==> config.mk <==
export PLATFORM = sky130hd
export DESIGN_NAME = matcher_lookup_arb
export DESIGN_NICKNAME = d
export VERILOG_FILES = /design/src/rtl/matcher_lookup_arb_pkg.sv /design/src/rtl/matcher_lookup_arb_rr_grant_arb.sv /design/src/rtl/matcher_lookup_arb.sv
export SDC_FILE = /design/constraint.sdc
export NUM_CORES = 1
export LEC_CHECK = 0
export CORE_AREA = 2 2 206 208
export CTS_BUF_LIST = sky130_fd_sc_hd__clkbuf_8 sky130_fd_sc_hd__clkbuf_16
export CTS_CLUSTER_DIAMETER = 60
export DETAILED_ROUTE_END_ITERATION = 10
export DIE_AREA = 0 0 208 210
export GPL_TIMING_DRIVEN = 0
export SLEW_MARGIN = 10
export SYNTH_ARGS = -nofsm -noshare
export SYNTH_HDL_FRONTEND = slang
export SYNTH_SLANG_ARGS = --single-unit
==> constraint.sdc <==
create_clock -name clk -period 3.5 [get_ports clk]
set_input_delay 0.525 -clock clk [delete_from_list [all_inputs] [get_ports clk]]
set_output_delay 0.525 -clock clk [all_outputs]
set_load 0.02 [all_outputs]
==> src/rtl/matcher_lookup_arb_pkg.sv <==
// matcher_lookup_arb shared types: FSM state encoding, counter width,
// default bus widths and small index/saturation helpers.
package matcher_lookup_arb_pkg;

  localparam int OF_HEADER_REG_WIDTH  = 64;
  localparam int OF_ACTION_DATA_WIDTH = 32;
  localparam int OF_ACTION_CTRL_WIDTH = 16;

  localparam int CNT_W = 32;
  localparam logic [CNT_W-1:0] CNT_MAX = '1;

  typedef enum logic [2:0] {
    S_IDLE  = 3'd0,
    S_ISSUE = 3'd1,
    S_WAIT  = 3'd2,
    S_RESP  = 3'd3,
    S_GAP   = 3'd4
  } state_t;

  function automatic int idx_w(input int n);
    return (n > 1) ? $clog2(n) : 1;
  endfunction

  function automatic logic [CNT_W-1:0] sat_inc(
    input logic [CNT_W-1:0] v
  );
    return (v == CNT_MAX) ? v : v + 1'b1;
  endfunction

endpackage

==> src/rtl/matcher_lookup_arb_rr_grant_arb.sv <==
// rr_grant_arb: combinational round-robin picker.
// Ports: req (request vector), ptr (start index) -> grant (one-hot), idx, any.
module rr_grant_arb
  import matcher_lookup_arb_pkg::*;
#(
  parameter int N  = 4,
  parameter int IW = idx_w(N)
) (
  input  logic [N-1:0]  req,
  input  logic [IW-1:0] ptr,
  output logic [N-1:0]  grant,
  output logic [IW-1:0] idx,
  output logic          any
);

  logic [IW-1:0] j;

  // Scan from the far end back toward ptr so the closest
  // set bit at or after ptr is the last one written.
  always_comb begin
    grant = '0;
    idx   = '0;
    j     = '0;
    any   = |req;
    for (int k = N - 1; k >= 0; k--) begin
      j = IW'((int'(ptr) + k) % N);
      if (req[j]) begin
        idx   = j;
        grant = '0;
        grant[j] = 1'b1;
      end
    end
  end

endmodule

==> src/rtl/matcher_lookup_arb.sv <==
// matcher_lookup_arb: round-robin share of one matcher among NUM_REQ
// header parsers, with lookup timeout and lookup/hit/timeout counters.
// Ports: clk, reset_n; req_valid/req_header in, req_ack + rsp_* out;
// mt_* matcher handshake; lookup_cnt/hit_cnt/timeout_cnt statistics.
module matcher_lookup_arb
  import matcher_lookup_arb_pkg::*;
#(
  parameter int NUM_REQ        = 4,
  parameter int HDR_WIDTH      = OF_HEADER_REG_WIDTH,
  parameter int ADATA_WIDTH    = OF_ACTION_DATA_WIDTH,
  parameter int ACTRL_WIDTH    = OF_ACTION_CTRL_WIDTH,
  parameter int TIMEOUT_CYCLES = 64
) (
  input  logic                         clk,
  input  logic                         reset_n,
  input  logic [NUM_REQ-1:0]           req_valid,
  input  logic [NUM_REQ*HDR_WIDTH-1:0] req_header,
  output logic [NUM_REQ-1:0]           req_ack,
  output logic                         rsp_hit,
  output logic                         rsp_timeout,
  output logic [ADATA_WIDTH-1:0]       rsp_data,
  output logic [ACTRL_WIDTH-1:0]       rsp_ctrl,
  output logic [HDR_WIDTH-1:0]         mt_header_bus,
  output logic                         mt_headers_valid,
  input  logic                         mt_action_valid,
  input  logic                         mt_action_hit,
  input  logic [ADATA_WIDTH-1:0]       mt_action_data,
  input  logic [ACTRL_WIDTH-1:0]       mt_action_ctrl,
  output logic [CNT_W-1:0]             lookup_cnt,
  output logic [CNT_W-1:0]             hit_cnt,
  output logic [CNT_W-1:0]             timeout_cnt
);

  localparam int IW = idx_w(NUM_REQ);
  localparam int TW = $clog2(TIMEOUT_CYCLES + 1);
  localparam logic [TW-1:0] TLAST = TW'(TIMEOUT_CYCLES - 1);

  state_t               state;
  logic [IW-1:0]        rr_ptr;
  logic [IW-1:0]        g_idx;
  logic [NUM_REQ-1:0]   g_oh;
  logic [TW-1:0]        timer;

  logic [NUM_REQ-1:0]   arb_grant;
  logic [IW-1:0]        arb_idx;
  logic                 arb_any;
  logic [HDR_WIDTH-1:0] hdr_sel;

  rr_grant_arb #(
    .N  (NUM_REQ),
    .IW (IW)
  ) u_arb (
    .req   (req_valid),
    .ptr   (rr_ptr),
    .grant (arb_grant),
    .idx   (arb_idx),
    .any   (arb_any)
  );

  always_comb begin
    hdr_sel = '0;
    for (int i = 0; i < NUM_REQ; i++) begin
      if (arb_grant[i]) begin
        hdr_sel = req_header[i*HDR_WIDTH +: HDR_WIDTH];
      end
    end
  end

  // Ack, response and counters are all loaded on the edge that
  // enters RESP, so they are visible together during RESP.
  always_ff @(posedge clk or negedge reset_n) begin
    if (!reset_n) begin
      state            <= S_IDLE;
      rr_ptr           <= '0;
      g_idx            <= '0;
      g_oh             <= '0;
      timer            <= '0;
      req_ack          <= '0;
      rsp_hit          <= 1'b0;
      rsp_timeout      <= 1'b0;
      rsp_data         <= '0;
      rsp_ctrl         <= '0;
      mt_header_bus    <= '0;
      mt_headers_valid <= 1'b0;
      lookup_cnt       <= '0;
      hit_cnt          <= '0;
      timeout_cnt      <= '0;
    end else begin
      case (state)
        S_IDLE: begin
          if (arb_any) begin
            g_oh          <= arb_grant;
            g_idx         <= arb_idx;
            mt_header_bus <= hdr_sel;
            state         <= S_ISSUE;
          end
        end
        S_ISSUE: begin
          mt_headers_valid <= 1'b1;
          timer            <= '0;
          state            <= S_WAIT;
        end
        S_WAIT: begin
          timer <= timer + 1'b1;
          if (mt_action_valid) begin
            req_ack          <= g_oh;
            rsp_hit          <= mt_action_hit;
            rsp_timeout      <= 1'b0;
            rsp_data         <= mt_action_hit ? mt_action_data : '0;
            rsp_ctrl         <= mt_action_hit ? mt_action_ctrl : '0;
            mt_headers_valid <= 1'b0;
            lookup_cnt       <= sat_inc(lookup_cnt);
            if (mt_action_hit) begin
              hit_cnt <= sat_inc(hit_cnt);
            end
            state <= S_RESP;
          end else if (timer == TLAST) begin
            req_ack          <= g_oh;
            rsp_hit          <= 1'b0;
            rsp_timeout      <= 1'b1;
            rsp_data         <= '0;
            rsp_ctrl         <= '0;
            mt_headers_valid <= 1'b0;
            lookup_cnt       <= sat_inc(lookup_cnt);
            timeout_cnt      <= sat_inc(timeout_cnt);
            state            <= S_RESP;
          end
        end
        S_RESP: begin
          req_ack <= '0;
          rr_ptr  <= (int'(g_idx) == NUM_REQ - 1) ? '0 : g_idx + 1'b1;
          state   <= S_GAP;
        end
        S_GAP: begin
          // Extra low cycle lets the matcher's edge detector re-arm.
          state <= S_IDLE;
        end
        default: begin
          state <= S_IDLE;
        end
      endcase
    end
  end

endmodule

After elaboration in Yosys (flattened, before gate mapping):

Index checks and enable logic that the tools add are counted.

* register bits after elaboration: 233
* bits in latches: 0
* RAM bits: 0
* memory bits (read-only): 0
* bits of input ports: 312
* output and inout port bits: 215
* word-level logic and storage cells: 112
* memories: 0

* $add $sub $neg: 8
* $mul: 0
* divide/modulo/power cells: 0
* order comparisons: 8
* equal/unequal tests: 10
* shifts and indexed selects: 0
* mux-type cells: 52
* bitwise gates (word level): 3
* reductions and logical operators: 16

Operators with widths (number)
* 64-bit two-way mux: 4
* 32-bit two-way mux: 6
* 32-bit by 1-bit adder with 32-bit output, second input constant: 3
* 32-bit equality test, second input constant: 3
* 16-bit two-way mux: 3
* 4-bit two-way mux: 6
* 7-bit case mux with 2 select lines: 1
* 1-bit two-way mux: 13
* 2-bit by 3-bit less-than comparator with 1-bit output, second input constant: 4
* 3-bit case mux with 4 select lines: 1
* 2-bit two-way mux: 5
* 2-bit AND reduction: 5
* 3-bit two-way mux: 3
* 1-bit binary-select mux with 2-bit select: 4
* 1-bit demux with 2-bit select: 4
* 2-bit by 1-bit >= comparator with 1-bit output, second input constant: 4
* 4-bit case mux with 2 select lines: 1
* 4-bit AND reduction: 2
* 7-bit by 1-bit adder with 7-bit output, second input constant: 1
* 7-bit by 6-bit equality test with 1-bit output, second input constant: 1
* 3-bit by 2-bit equality test with 1-bit output, second input constant: 2
* 2-bit nonzero test: 3
* 2-bit by 1-bit adder with 2-bit output, second input constant: 2
* 2-bit adder, second input constant: 2
* 9 further kinds: 14

Depth between registers and ports, before layout:

Gate-level depths: netlist (run 1).

* word-level depth: 13
* mapped depth: 13
* depth with buffers taken out: 8

Cells and area by module:

A second synthesis (run 1) with hierarchy kept.

* cells, all modules: 1202
* area, all modules: 11895.2 um2

By module, submodules not included
* matcher_lookup_arb: instances 1, cells each 1135, area each 11364.6 um2, seq. area each 5830.6 um2
* rr_grant_arb: instances 1, cells each 67, area each 530.5 um2, seq. area each 0.0 um2

Least setup slack after synthesis (run 1):

OpenSTA, ideal clock, no wires.

* kind: register to register
* from: reg rr_ptr[0]
* to: reg mt_header_bus[10]
* library setup time: 128 ps
* data arrival time: 3031 ps
* slack: 341 ps
* stages on the path, launching flop included: 13
* clock period less this slack: 3159 ps
* path through: dfrtp_1 -> buf_2 -> inv_1 -> ha_1 -> buf_1 -> mux2_2 -> a221o_1 -> a211o_1 -> and2_1 -> buf_2 -> buf_2 -> a221oi_1 -> o21ai_1

* word-level cells in the longest chain between the ends: 13
* elaborated cells between the ends (all ways): 39

Ends and longest elaborated chain
* from (decl): line matcher_lookup_arb.sv:39 `logic [IW-1:0] rr_ptr;`
* from (signal assigned): line matcher_lookup_arb.sv:131 `rr_ptr <= (int'(g_idx) == NUM_REQ - 1) ? '0 : g_idx + 1'b1;`
* 2-bit adder: line matcher_lookup_arb_rr_grant_arb.sv:26 `j = IW'((int'(ptr) + k) % N);`
* 2-bit by 3-bit less-than comparator with 1-bit output (not written as such) / 2-bit by 1-bit >= comparator with 1-bit output (equally long branches): line matcher_lookup_arb_rr_grant_arb.sv:30 `grant[j] = 1'b1;`
* 1-bit logical AND (not written as such): line matcher_lookup_arb_rr_grant_arb.sv:30
* 1-bit two-way mux (not written as such): line matcher_lookup_arb_rr_grant_arb.sv:30
* 1-bit demux with 2-bit select
* 4-bit two-way mux (3 in a row): line matcher_lookup_arb_rr_grant_arb.sv:27 `if (req[j]) begin`
* 4-bit two-way mux *: line matcher_lookup_arb_rr_grant_arb.sv:27
* 64-bit two-way mux (3 in a row): line matcher_lookup_arb.sv:63 `if (arb_grant[i]) begin`
* 64-bit two-way mux *: line matcher_lookup_arb.sv:63
* to (signal assigned): line matcher_lookup_arb.sv:94 `mt_header_bus <= hdr_sel;`
* to (decl): line matcher_lookup_arb.sv:23 `output logic [HDR_WIDTH-1:0] mt_header_bus,`

Every way passes the cells marked *; elsewhere a longest branch is shown, timed or not. The select of a mux whose other input is x is not followed.
A chain may end at the register's enable or synchronous reset.

Worst setup path after layout (run 1):

* from: reg rr_ptr[1]
* to: reg mt_header_bus[22]

Same word-level chain as after synthesis.

==> impl_results.md, run 1 <==
* Largest net degree at the start of global routing at 107
* Switch share at 42.2%
* Pint at 0.00890 W
* Power density cells at 819 nW/um^2
* Synth area leader: dfrtp_1
* Synth Register Bits at 233
* Core area at 41,500 sq um
* Combinational share of power at 52.6%
* DP HPWL at 41,100 um
* Commonest non-fill, non-tap cell in the layout: clkdlybuf4s50_1
* Max Buffers Root-to-Sink at 3
* GPL Wtd Cong at 0.950
* Non-filler instance count after layout at 2,254
* Final Critical Period at 3.42 ns
* Critical path data required time at 3.89 ns
* Synth warn at 0
* Ports at 527
* Placed Cells at 2,182
* Clk_skew at 0.0153 ns
* Hold_ws at 0.465 ns
* Critical Path Sink Type: flop
* Nets at 2,010
* Fmax at 0.292 GHz
* Iter 0 DRT Violations at 636
* Startpoint types: flop
* Post-synthesis instance total at 1,117
* Type of the worst min-delay path: input port to async pin
* Synth top area share at 51.3%
* # DRC at 0
* Post-synthesis mux area share at 1.73%
* Max-Cap Viols at 0
* RSZ-0062 raised after global routing: yes
* Clk sinks at 233
* First-pass GRT wire length at 76,300 um
* Antenna Nets Post-Route at 0
* DRT Wirelength at 51,700 um
* Post-synth EDFFs at 0
* Worst-path cell chain: buf_2 -> inv_1 -> ha_2 -> mux2_2 -> a221o_1 -> a211o_1 -> and2_1 -> buf_2 -> buf_2 -> a221oi_1 -> o21ai_1
* Worst-path maximum fanout at 10
* Clock slew at reported path FFs at 0.06 ns
* DR vias at 11,477
* Die area at 43,700 sq um
* Vias in the first global route at 11,922
* Layout cells sized above 1 at 8.03%
* Most frequent cells in the layout: 522 x clkdlybuf4s50_1, 231 x dfrtp_1, 83 x o21ai_0
* Fin. Hold Viols at 0
* Area share of and/or/nand/nor cells after synthesis at 15.3%
* Synth Area in XOR/XNOR at 7.02%
* CP max stage delay at 0.42 ns
* Cell mode on critical path: buf_2
* Mean Syn Cell Area at 10.2 sq um
* Ys flop type: dfrtp_1
* Initial antenna violation count at 13
* Clock network power share at 21.8%
* Die Y at 210 um
* Reg power frac at 25.6%
* I/O Buffers at 523
* Endpoints failing setup at 0
* VDD IR max at 416 uV
* Leakage at 8.04 nW
* Compound-Gate Fraction of Synth Area at 19.9%
* # rows at 75
* CTS buffer count at 34
* Clk_lat worst skew at 0.52 ns
* Synth top area cells: dfrtp_1 51%, a221oi_1 4.9%, and3_1 4.4%, a22o_1 3.7%, o21ai_0 3.7%
* GR Overflow Total at 0
* Distinct cells, synth at 53
* Area Overhead vs Synth at 65.8%
* CP max stage cell: ha_2
* Post-synth ARST share at 100%
* DRT Pass-1 Iters at 5
* Clock root cell: clkbuf_16
* TritonCTS clock tree: built
* CTS HTree Levels at 2
* Final slew viol count at 0
* Crit Path Category: flop to flop
* Sw Pwr at 0.00651 W
* Tcrit/Tclk final at 97.8%
* Starting Density at 27.4%
* DIE WIDTH at 208 um
* Synthesized cell area at 11,400 sq um
* Vias/cell at 5.09
* Worst slew pin tran at 1.14 ns
* Post-synthesis sequential area ratio at 51.3%
* Fraction of the mapped netlist area in adder cells at 1.32%
* Max-slew headroom at 23.4%
* Largest family of logic cells by synthesized area: compound AO/OA/AOI/OAI gates
* GR Util All Layers at 23.1%
* Routed WL per cell at 22.9 um
* Status: completed
* Critical path arrival at 3.81 ns
* Syn_nets at 1,441
metrics by stage:
stage | cell area, sq um | setup WS [ns] | TNS, ns | power [W] | utilization [%]
detailed placement | 17300 | -0.606 | -31.68 | 0.0115 | 41.8
finish | 18800 | 0.0756 | 0 | 0.0154 | 45.4
CTS | 18700 | 0.0182 | 0 | 0.0153 | 45.0
global route | 18800 | -0.0387 | -0.131 | 0.0163 | 45.4
global placement | 17300 | -8.57 | -2039.26 | 0.0115 | 41.6
floorplan | 11400 | 0.341 | 0 | 0.00803 | -
cell type report:
| class | count | area [sq um] |
|---|---|---|
| multi-input cells | 788 | 5420 |
| diodes | 8 | 20.0 |
| fillers | 3959 | 22700 |
| clock buffers | 40 | 945 |
| clock inverters | 17 | 146 |
| well taps | 539 | 674 |
| repair buffers | 534 | 5380 |
| flip-flops and latches | 233 | 5830 |
| inverters | 17 | 63.8 |
| plain buffers | 78 | 347 |
synthesized netlist by cell type (23+ instances only):
| master | instances |
|---|---|
| nor3_1 | 24 |
| buf_2 | 23 |
| clkbuf_1 | 53 |
| nand2_1 | 55 |
| a221oi_1 | 64 |
| nand3_1 | 52 |
| nor2_1 | 37 |
| and3_1 | 80 |
| dfrtp_1 | 233 |
| o21ai_0 | 83 |
| a21oi_1 | 70 |
| xnor2_1 | 45 |
| a22o_1 | 48 |
| xor2_1 | 46 |
| o21ai_1 | 60 |
final timing paths:
| path | cells past startpoint | start | slack, ns | endpoint |
|---|---|---|---|---|
| max in group asynchronous | 4 | reset_n | 1.72 | mt_header_bus[42] |
| min | 2 | reset_n | 0.46 | rsp_data[12] |
| max reg2reg | 11 | rr_ptr[1] | 0.08 | mt_header_bus[22] |
| min reg2reg | 1 | rsp_hit | 0.48 | rsp_hit |
| max | 11 | rr_ptr[1] | 0.08 | mt_header_bus[22] |
| min in group clk | 1 | rsp_hit | 0.48 | rsp_hit |
power by group through the flow:
stage / Combinational, W / Clock (W) / Sequential [W]
6_report: 0.00811 / 0.00335 / 0.00394
5_1_grt: 0.00873 / 0.00356 / 0.00403
4_1_cts: 0.00792 / 0.00344 / 0.00395
3_5_place_dp: 0.00750 / 0 / 0.00399
3_3_place_gp: 0.00749 / 0 / 0.00398
2_1_floorplan: 0.00332 / 0 / 0.00470
critical path, delay by kind of cell, from the launching register on:
kind	cells	cell delay, ns
AOI/OAI and AO/OA	4	1.14
adders and majority gates	1	0.42
buffers and inverters	4	0.80
DFF	1	0.41
muxes	1	0.35
and+or+nand+nor	1	0.16
registers in the layout, indices dropped and copies added, names as in the netlist:
| register | count |
|---|---|
| hit_cnt | 32 |
| g_idx | 2 |
| g_oh | 4 |
| req_ack | 4 |
| rsp_data | 32 |
| mt_header_bus | 64 |
| timeout_cnt | 32 |
| lookup_cnt | 32 |
| rsp_hit | 1 |
| timer | 7 |
| rsp_ctrl | 16 |
| mt_headers_valid | 1 |
| rr_ptr | 2 |
| state | 3 |
| rsp_timeout | 1 |
cells by family (layout without fill, tap and decap cells):
logic type / after synthesis / in the layout
adders and majority gates: 12 / 12
DFF: 233 / 233
AOI/OAI and AO/OA: 351 / 351
other: 0 / 8
and+or+nand+nor: 320 / 320
xor gates and xnor gates: 91 / 91
buffers and inverters: 96 / 686
muxes: 14 / 14
layer usage:
metal	global-route usage, %	vias up	wire length [um]
li1	-	5333	-
met1	24.8	5586	19000
met2	40.4	473	25900
met3	8.76	83	4860
met4	10.1	2	1880
met5	0	-	16
repair_timing:
| item | CTS | global route |
|---|---|---|
| pin swaps | 1 | 0 |
| hold endpoints to repair | 35 | 0 |
| endpoints found under the setup margin | 65 | 63 |
| setup buffers | 4 | 3 |
| hold buffers | 1 | 0 |
| resized for setup | 29 | 29 |
Power figures use the tool's default switching activity.
==> run 2, diff against run 1 <==
Settings changed: CORE_AREA 2 2 206 208 to not set, CORE_UTILIZATION set to 25, DIE_AREA 0 0 208 210 to not set, SETUP_SLACK_MARGIN set to 0.1.
==> run 2 against run 1 <==
Count of clock-buffer cells in the layout rose by 8; first-iteration DRC count rose by 3.0%; critical path depth rose by 1; clock power rose by 6.6%; register-to-register slack improved by 0.13 ns; combinational power fell by 0.9%; largest cell class unchanged; highest routed layer unchanged.
==> impl_results.md, run 2 (synthesized netlist as in run 1, its figures left out) <==
* DIE WIDTH at 215 um (was 208 um)
* Vias/cell at 4.98 (was 5.09)
* CP delay by family, top: compound AO/OA/AOI/OAI gates (unchanged)
* Fin. Hold Viols at 0 (unchanged)
* Leakage at 8.11 nW (was 8.04 nW)
* Placed Cells at 2,235 (was 2,182)
* Die Y at 215 um (was 210 um)
* Final slew viol count at 0 (unchanged)
* Worst-path cell chain: buf_4 -> clkinvlp_4 -> ha_1 -> buf_2 -> mux2_2 -> a221o_1 -> a211o_1 -> and2_1 -> clkbuf_4 -> buf_4 -> a221oi_2 -> o21ai_1 (was buf_2 -> inv_1 -> ha_2 -> mux2_2 -> a221o_1 -> a211o_1 -> and2_1 -> buf_2 -> buf_2 -> a221oi_1 -> o21ai_1)
* DP HPWL at 41,400 um (was 41,100 um)
* R2r startpoint: rr_ptr[0] (was rr_ptr[1])
* Non-filler instance count after layout at 2,324 (was 2,254)
* GR Util All Layers at 22.4% (was 23.1%)
* Routed WL per cell at 22.9 um (about the same)
* Power density cells at 821 nW/um^2 (was 819 nW/um^2)
* # DRC at 0 (unchanged)
* CP bufs+invs at 5 (was 4)
* DRT Wirelength at 53,200 um (was 51,700 um)
* Largest net degree at the start of global routing at 103 (was 107)
* Clk_skew at 0.0159 ns (was 0.0153 ns)
* End-of-flow core utilization at 42.6% (was 45.4%)
* GR Overflow Total at 0 (unchanged)
* Critical path arrival at 3.72 ns (was 3.81 ns)
* Max-slew headroom at 27.0% (was 23.4%)
* Fmax at 0.303 GHz (was 0.292 GHz)
* Tot Pwr at 0.0156 W (was 0.0154 W)
* CTS HTree Levels at 2 (unchanged)
* Starting Density at 25.5% (was 27.4%)
* Max reg flops at 64 (unchanged)
* Max-Cap Viols at 0 (unchanged)
* Cell mode on critical path: buf_4 (was buf_2)
* CP max stage delay at 0.38 ns (was 0.42 ns)
* Clock root cell: clkbuf_16 (unchanged)
* First-pass GRT wire length at 77,700 um (was 76,300 um)
* Hold_ws at 0.473 ns (was 0.465 ns)
* Commonest non-fill, non-tap cell in the layout: clkdlybuf4s50_1 (unchanged)
* Type of the worst min-delay path: flop to flop (was input port to async pin)
* Tcrit/Tclk final at 94.2% (was 97.8%)
* Ports at 527 (unchanged)
* Core area at 44,500 sq um (was 41,500 sq um)
* TritonCTS clock tree: built (unchanged)
* Iter 0 DRT Violations at 655 (was 636)
* GPL Wtd Cong at 0.971 (was 0.950)
* Most frequent cells in the layout: 522 x clkdlybuf4s50_1, 231 x dfrtp_1, 80 x and3_1, 80 x o21ai_0, 70 x a21oi_1 (was 522 x clkdlybuf4s50_1, 231 x dfrtp_1, 83 x o21ai_0)
* CTS buffer count at 35 (was 34)
* DR vias at 11,581 (was 11,477)
* Area Overhead vs Synth at 67.1% (was 65.8%)
* Setup TNS at 0 ns (unchanged)
* VDD IR max at 495 uV (was 416 uV)
* Status: completed (unchanged)
* Clk sinks at 233 (unchanged)
* Vias in the first global route at 11,986 (was 11,922)
* Antenna Nets Post-Route at 0 (unchanged)
* Nets at 2,015 (was 2,010)
* Worst slew pin tran at 1.08 ns (was 1.14 ns)
* I/O Buffers at 523 (unchanged)
* Hold path start: g_oh[2]
* Final Critical Period at 3.30 ns (was 3.42 ns)
* # rows at 77 (was 75)
* Crit path launch: rr_ptr[0] (was rr_ptr[1])
* Critical path data required time at 3.92 ns (was 3.89 ns)
* Worst-path maximum fanout at 10 (unchanged)
* Layout cells sized above 1 at 9.16% (was 8.03%)
* Die area at 46,300 sq um (was 43,700 sq um)
* RSZ-0062 raised after global routing: no (was yes)
* Initial antenna violation count at 23 (was 13)
* Startpoint types: flop (unchanged)
* Register with the most flip-flops: mt_header_bus (unchanged)
* DRT Pass-1 Iters at 5 (unchanged)
* CP max stage cell: dfrtp_2 (was ha_2)
* Crit Path Category: flop to flop (unchanged)
* Critical Path Sink Type: flop (unchanged)
* Clock slew at reported path FFs at 0.06 ns (about the same)
* Clk_lat worst skew at 0.54 ns (was 0.52 ns)
* Endpoints failing setup at 0 (unchanged)
* Max Buffers Root-to-Sink at 3 (unchanged)
## run 2: cell type report
class	count	area [sq um]
multi-input cells	788	5350
diodes	18	45.0
clock buffers	48	1080
repair buffers	537	5390
flip-flops and latches	233	5830
plain buffers	79	372
inverters	17	67.6
fillers	4364	25500
clock inverters	12	106
well taps	592	741
## run 2: worst paths after layout
| kind | to | slack [ns] | cells past startpoint |
|---|---|---|---|
| setup / recovery | mt_header_bus[27] | 0.20 | 12 |
| hold / removal | req_ack[2] | 0.47 | 2 |
| setup reg to reg | mt_header_bus[27] | 0.20 | 12 |
| hold reg to reg | req_ack[2] | 0.47 | 2 |
| max in group asynchronous | mt_header_bus[60] | 2.16 | 3 |
| min in group asynchronous | rsp_ctrl[9] | 0.48 | 2 |
## run 2: power by group
group	internal [W]	leakage, nW	total [W]	switching, W
Clock	0.00223	0.595	0.00357	0.00134
Sequential	0.00347	3.04	0.00397	0.000508
Combinational	0.00334	4.47	0.00804	0.00470
Total	0.00903	8.11	0.0156	0.00655
## run 2: worst register-to-register path, stage by stage (launching register included)
cell        delay, ns
dfrtp_2          0.38
buf_4            0.19
clkinvlp_4       0.14
ha_1             0.29
buf_2            0.17
mux2_2           0.35
a221o_1          0.32
a211o_1          0.27
and2_1           0.16
clkbuf_4         0.21
buf_4            0.23
a221oi_2         0.38
o21ai_1          0.11
## run 2: metal layers
| layer | part of all wire (%) | up-vias | routed length, um | global-route usage, % |
|---|---|---|---|---|
| li1 | - | 5343 | - | - |
| met1 | 37 | 5644 | 19400 | 23.4 |
| met2 | 50 | 486 | 26700 | 39.7 |
| met3 | 8.9 | 100 | 4740 | 8.12 |
| met4 | 4.3 | 8 | 2290 | 10.4 |
| met5 | 0.090 | - | 48 | 0 |
## run 2: what timing repair did
action,CTS,global route
pin swaps,1,1
resized for setup,22,57
endpoints found under the setup margin,67,60
hold buffers,1,0
hold endpoints to repair,33,0
setup buffers,3,7
## run 2: metrics by stage
stage | setup slack, ns | area, sq um
3_3_place_gp | -8.68 | 17300
3_5_place_dp | -0.639 | 17400
2_1_floorplan | 0.341 | 11400
4_1_cts | 0.0982 | 18700
6_report | 0.204 | 19000
5_1_grt | 0.0974 | 19000
==> run 3, diff against run 2 <==
Settings changed: CORE_MARGIN set to 4, CTS_CLUSTER_SIZE set to 24.
==> run 3 against run 2 <==
Die area grew 5.7%; sequential power is essentially flat; sequential cell count is the same; register-to-register slack is essentially flat; wire length shrank 3.0%; worst hold slack lost 0.019 ns; critical endpoint is now mt_header_bus[22].
==> impl_results.md, run 3 (synthesized netlist as in run 1, its figures left out) <==
* Status: completed (unchanged)
* Max-slew headroom at 17.6% (was 27.0%)
* Layout cells sized above 1 at 7.58% (was 9.16%)
* Worst slew pin tran at 1.23 ns (was 1.08 ns)
* VDD IR max at 516 uV (was 495 uV)
* Leakage at 7.96 nW (was 8.11 nW)
* Clk sinks at 233 (unchanged)
* Type of the worst min-delay path: input port to async pin (was flop to flop)
* Final Critical Period at 3.28 ns (was 3.30 ns)
* RSZ-0062 raised after global routing: no (unchanged)
* I/O Buffers at 523 (unchanged)
* Fmax at 0.305 GHz (was 0.303 GHz)
* Initial antenna violation count at 25 (was 23)
* Starting Density at 25.5% (about the same)
* Clk_skew at 0.0311 ns (was 0.0159 ns)
* # DRC at 0 (unchanged)
* Tcrit/Tclk final at 93.8% (was 94.2%)
* Final slew viol count at 0 (unchanged)
* Clock root cell: clkbuf_16 (unchanged)
* Cell mode on critical path: clkbuf_4 (was buf_4)
* GR Util All Layers at 20.0% (was 22.4%)
* Max-Cap Viols at 0 (unchanged)
* GR Overflow Total at 0 (unchanged)
* GRT met2 Usage at 35.2% (was 39.7%)
* # rows at 77 (unchanged)
* Nets at 2,003 (was 2,015)
* End-of-flow core utilization at 42.0% (was 42.6%)
* DRT Pass-1 Iters at 4 (was 5)
* Critical Path Sink Type: flop (unchanged)
* Max Buffers Root-to-Sink at 3 (unchanged)
* First-pass GRT wire length at 77,000 um (was 77,700 um)
* Most frequent cells in the layout: 522 x clkdlybuf4s50_1, 231 x dfrtp_1, 82 x o21ai_0 (was 522 x clkdlybuf4s50_1, 231 x dfrtp_1, 80 x and3_1, 80 x o21ai_0, 70 x a21oi_1)
* DRT Wirelength at 51,600 um (was 53,200 um)
* Met1 usage at 22.6% (was 23.4%)
* CP max stage delay at 0.42 ns (was 0.38 ns)
* Die area at 48,900 sq um (was 46,300 sq um)
* Critical path data required time at 3.93 ns (was 3.92 ns)
* Largest net degree at the start of global routing at 105 (was 103)
* DIE WIDTH at 221 um (was 215 um)
* Met3 GRT Util at 6.98% (was 8.12%)
* Clk_lat worst skew at 0.58 ns (was 0.54 ns)
* Routed WL per cell at 22.3 um (was 22.9 um)
* Busiest grt layer: met2 (unchanged)
* Antenna Nets Post-Route at 0 (unchanged)
* Fin. Hold Viols at 0 (unchanged)
* GPL Wtd Cong at 0.954 (was 0.971)
* FF+latch area at 5830 sq um (unchanged)
* CP bufs+invs at 4 (was 5)
* Max reg flops at 64 (unchanged)
* Endpoints failing setup at 0 (unchanged)
* Vias/cell at 4.98 (about the same)
* Multi-input gate area at 5260 sq um (was 5350 sq um)
* CTS HTree Levels at 1 (was 2)
* Core area at 44,600 sq um (was 44,500 sq um)
* TritonCTS clock tree: built (unchanged)
* Crit Path Category: flop to flop (unchanged)
* Register with the most flip-flops: mt_header_bus (unchanged)
* CTS buffer count at 30 (was 35)
* Power density cells at 806 nW/um^2 (was 821 nW/um^2)
* Startpoint types: flop (unchanged)
* Final Cell Area at 18,700 sq um (was 19,000 sq um)
* Ports at 527 (unchanged)
* Fillers at 4,368 (was 4,364)
* Commonest non-fill, non-tap cell in the layout: clkdlybuf4s50_1 (unchanged)
* DP HPWL at 40,600 um (was 41,400 um)
* DR vias at 11,505 (was 11,581)
* Cell area after placement at 17,400 sq um (unchanged)
* Clock slew at reported path FFs at 0.06 ns (about the same)
* CP max stage cell: dfrtp_2 (unchanged)
* Area Overhead vs Synth at 64.9% (was 67.1%)
* Worst-path maximum fanout at 10 (unchanged)
* CP delay by family, top: compound AO/OA/AOI/OAI gates (unchanged)
* Die Y at 221 um (was 215 um)
* Critical path arrival at 3.71 ns (was 3.72 ns)
* Vias in the first global route at 12,038 (was 11,986)
* Iter 0 DRT Violations at 708 (was 655)
* Worst-path cell chain: clkbuf_4 -> inv_1 -> ha_4 -> mux2_2 -> a221o_1 -> a211o_1 -> and2_1 -> buf_2 -> clkbuf_4 -> a221oi_2 -> o21ai_1 (was buf_4 -> clkinvlp_4 -> ha_1 -> buf_2 -> mux2_2 -> a221o_1 -> a211o_1 -> and2_1 -> clkbuf_4 -> buf_4 -> a221oi_2 -> o21ai_1)
run 3: metrics by stage:
step                      power, W  instances  worst slack [ns]  hold slack (ns)   TNS, ns
final                       0.0151       2308             0.218            0.453         0
after global placement      0.0114       2232             -8.73            0.459  -2086.76
after CTS                   0.0151       2294             0.133            0.421         0
after floorplan            0.00803       1117             0.341            0.229         0
after global routing        0.0160       2305            0.0975            0.467         0
after detailed placement    0.0114       2235            -0.712            0.462    -40.68
run 3: final cells by class:
| type | count | share of cell area, % |
|---|---|---|
| Sequential cell | 233 | 31.1 |
| Clock buffer | 32 | 4.21 |
| Tap cell | 592 | 3.95 |
| Buffer | 78 | 1.86 |
| Timing Repair Buffer | 531 | 28.5 |
| Inverter | 17 | 0.341 |
| Antenna cell | 14 | 0.187 |
| Clock inverter | 23 | 1.70 |
| Multi-Input combinational cell | 788 | 28.1 |
run 3: final timing paths:
kind | from | to | slack [ns] | cells after the start
setup / recovery | rr_ptr[1] | mt_header_bus[22] | 0.22 | 11
hold / removal | reset_n | hit_cnt[16] | 0.45 | 2
setup reg to reg | rr_ptr[1] | mt_header_bus[22] | 0.22 | 11
hold reg to reg | timer[5] | timer[5] | 0.47 | 1
max in group asynchronous | reset_n | mt_header_bus[23] | 2.12 | 3
min in group clk | timer[5] | timer[5] | 0.47 | 1
run 3: power breakdown:
group	internal [W]	switching, W
combinational	0.00321	0.00449
clock	0.00200	0.00142
sequential	0.00346	0.000505
total	0.00867	0.00642
run 3: layer usage:
| layer | up-vias | wire length, um |
|---|---|---|
| li1 | 5325 | - |
| met1 | 5571 | 19500 |
| met2 | 503 | 25600 |
| met3 | 98 | 4560 |
| met4 | 8 | 1830 |
| met5 | - | 53 |
run 3: timing repair:
action / CTS / global route
resized for setup: 19 / 23
endpoints found under the setup margin: 66 / 62
endpoints found under the hold margin: 44 / 0
setup buffers: 4 / 0
hold buffers: 1 / 0
pin swaps: 1 / 0
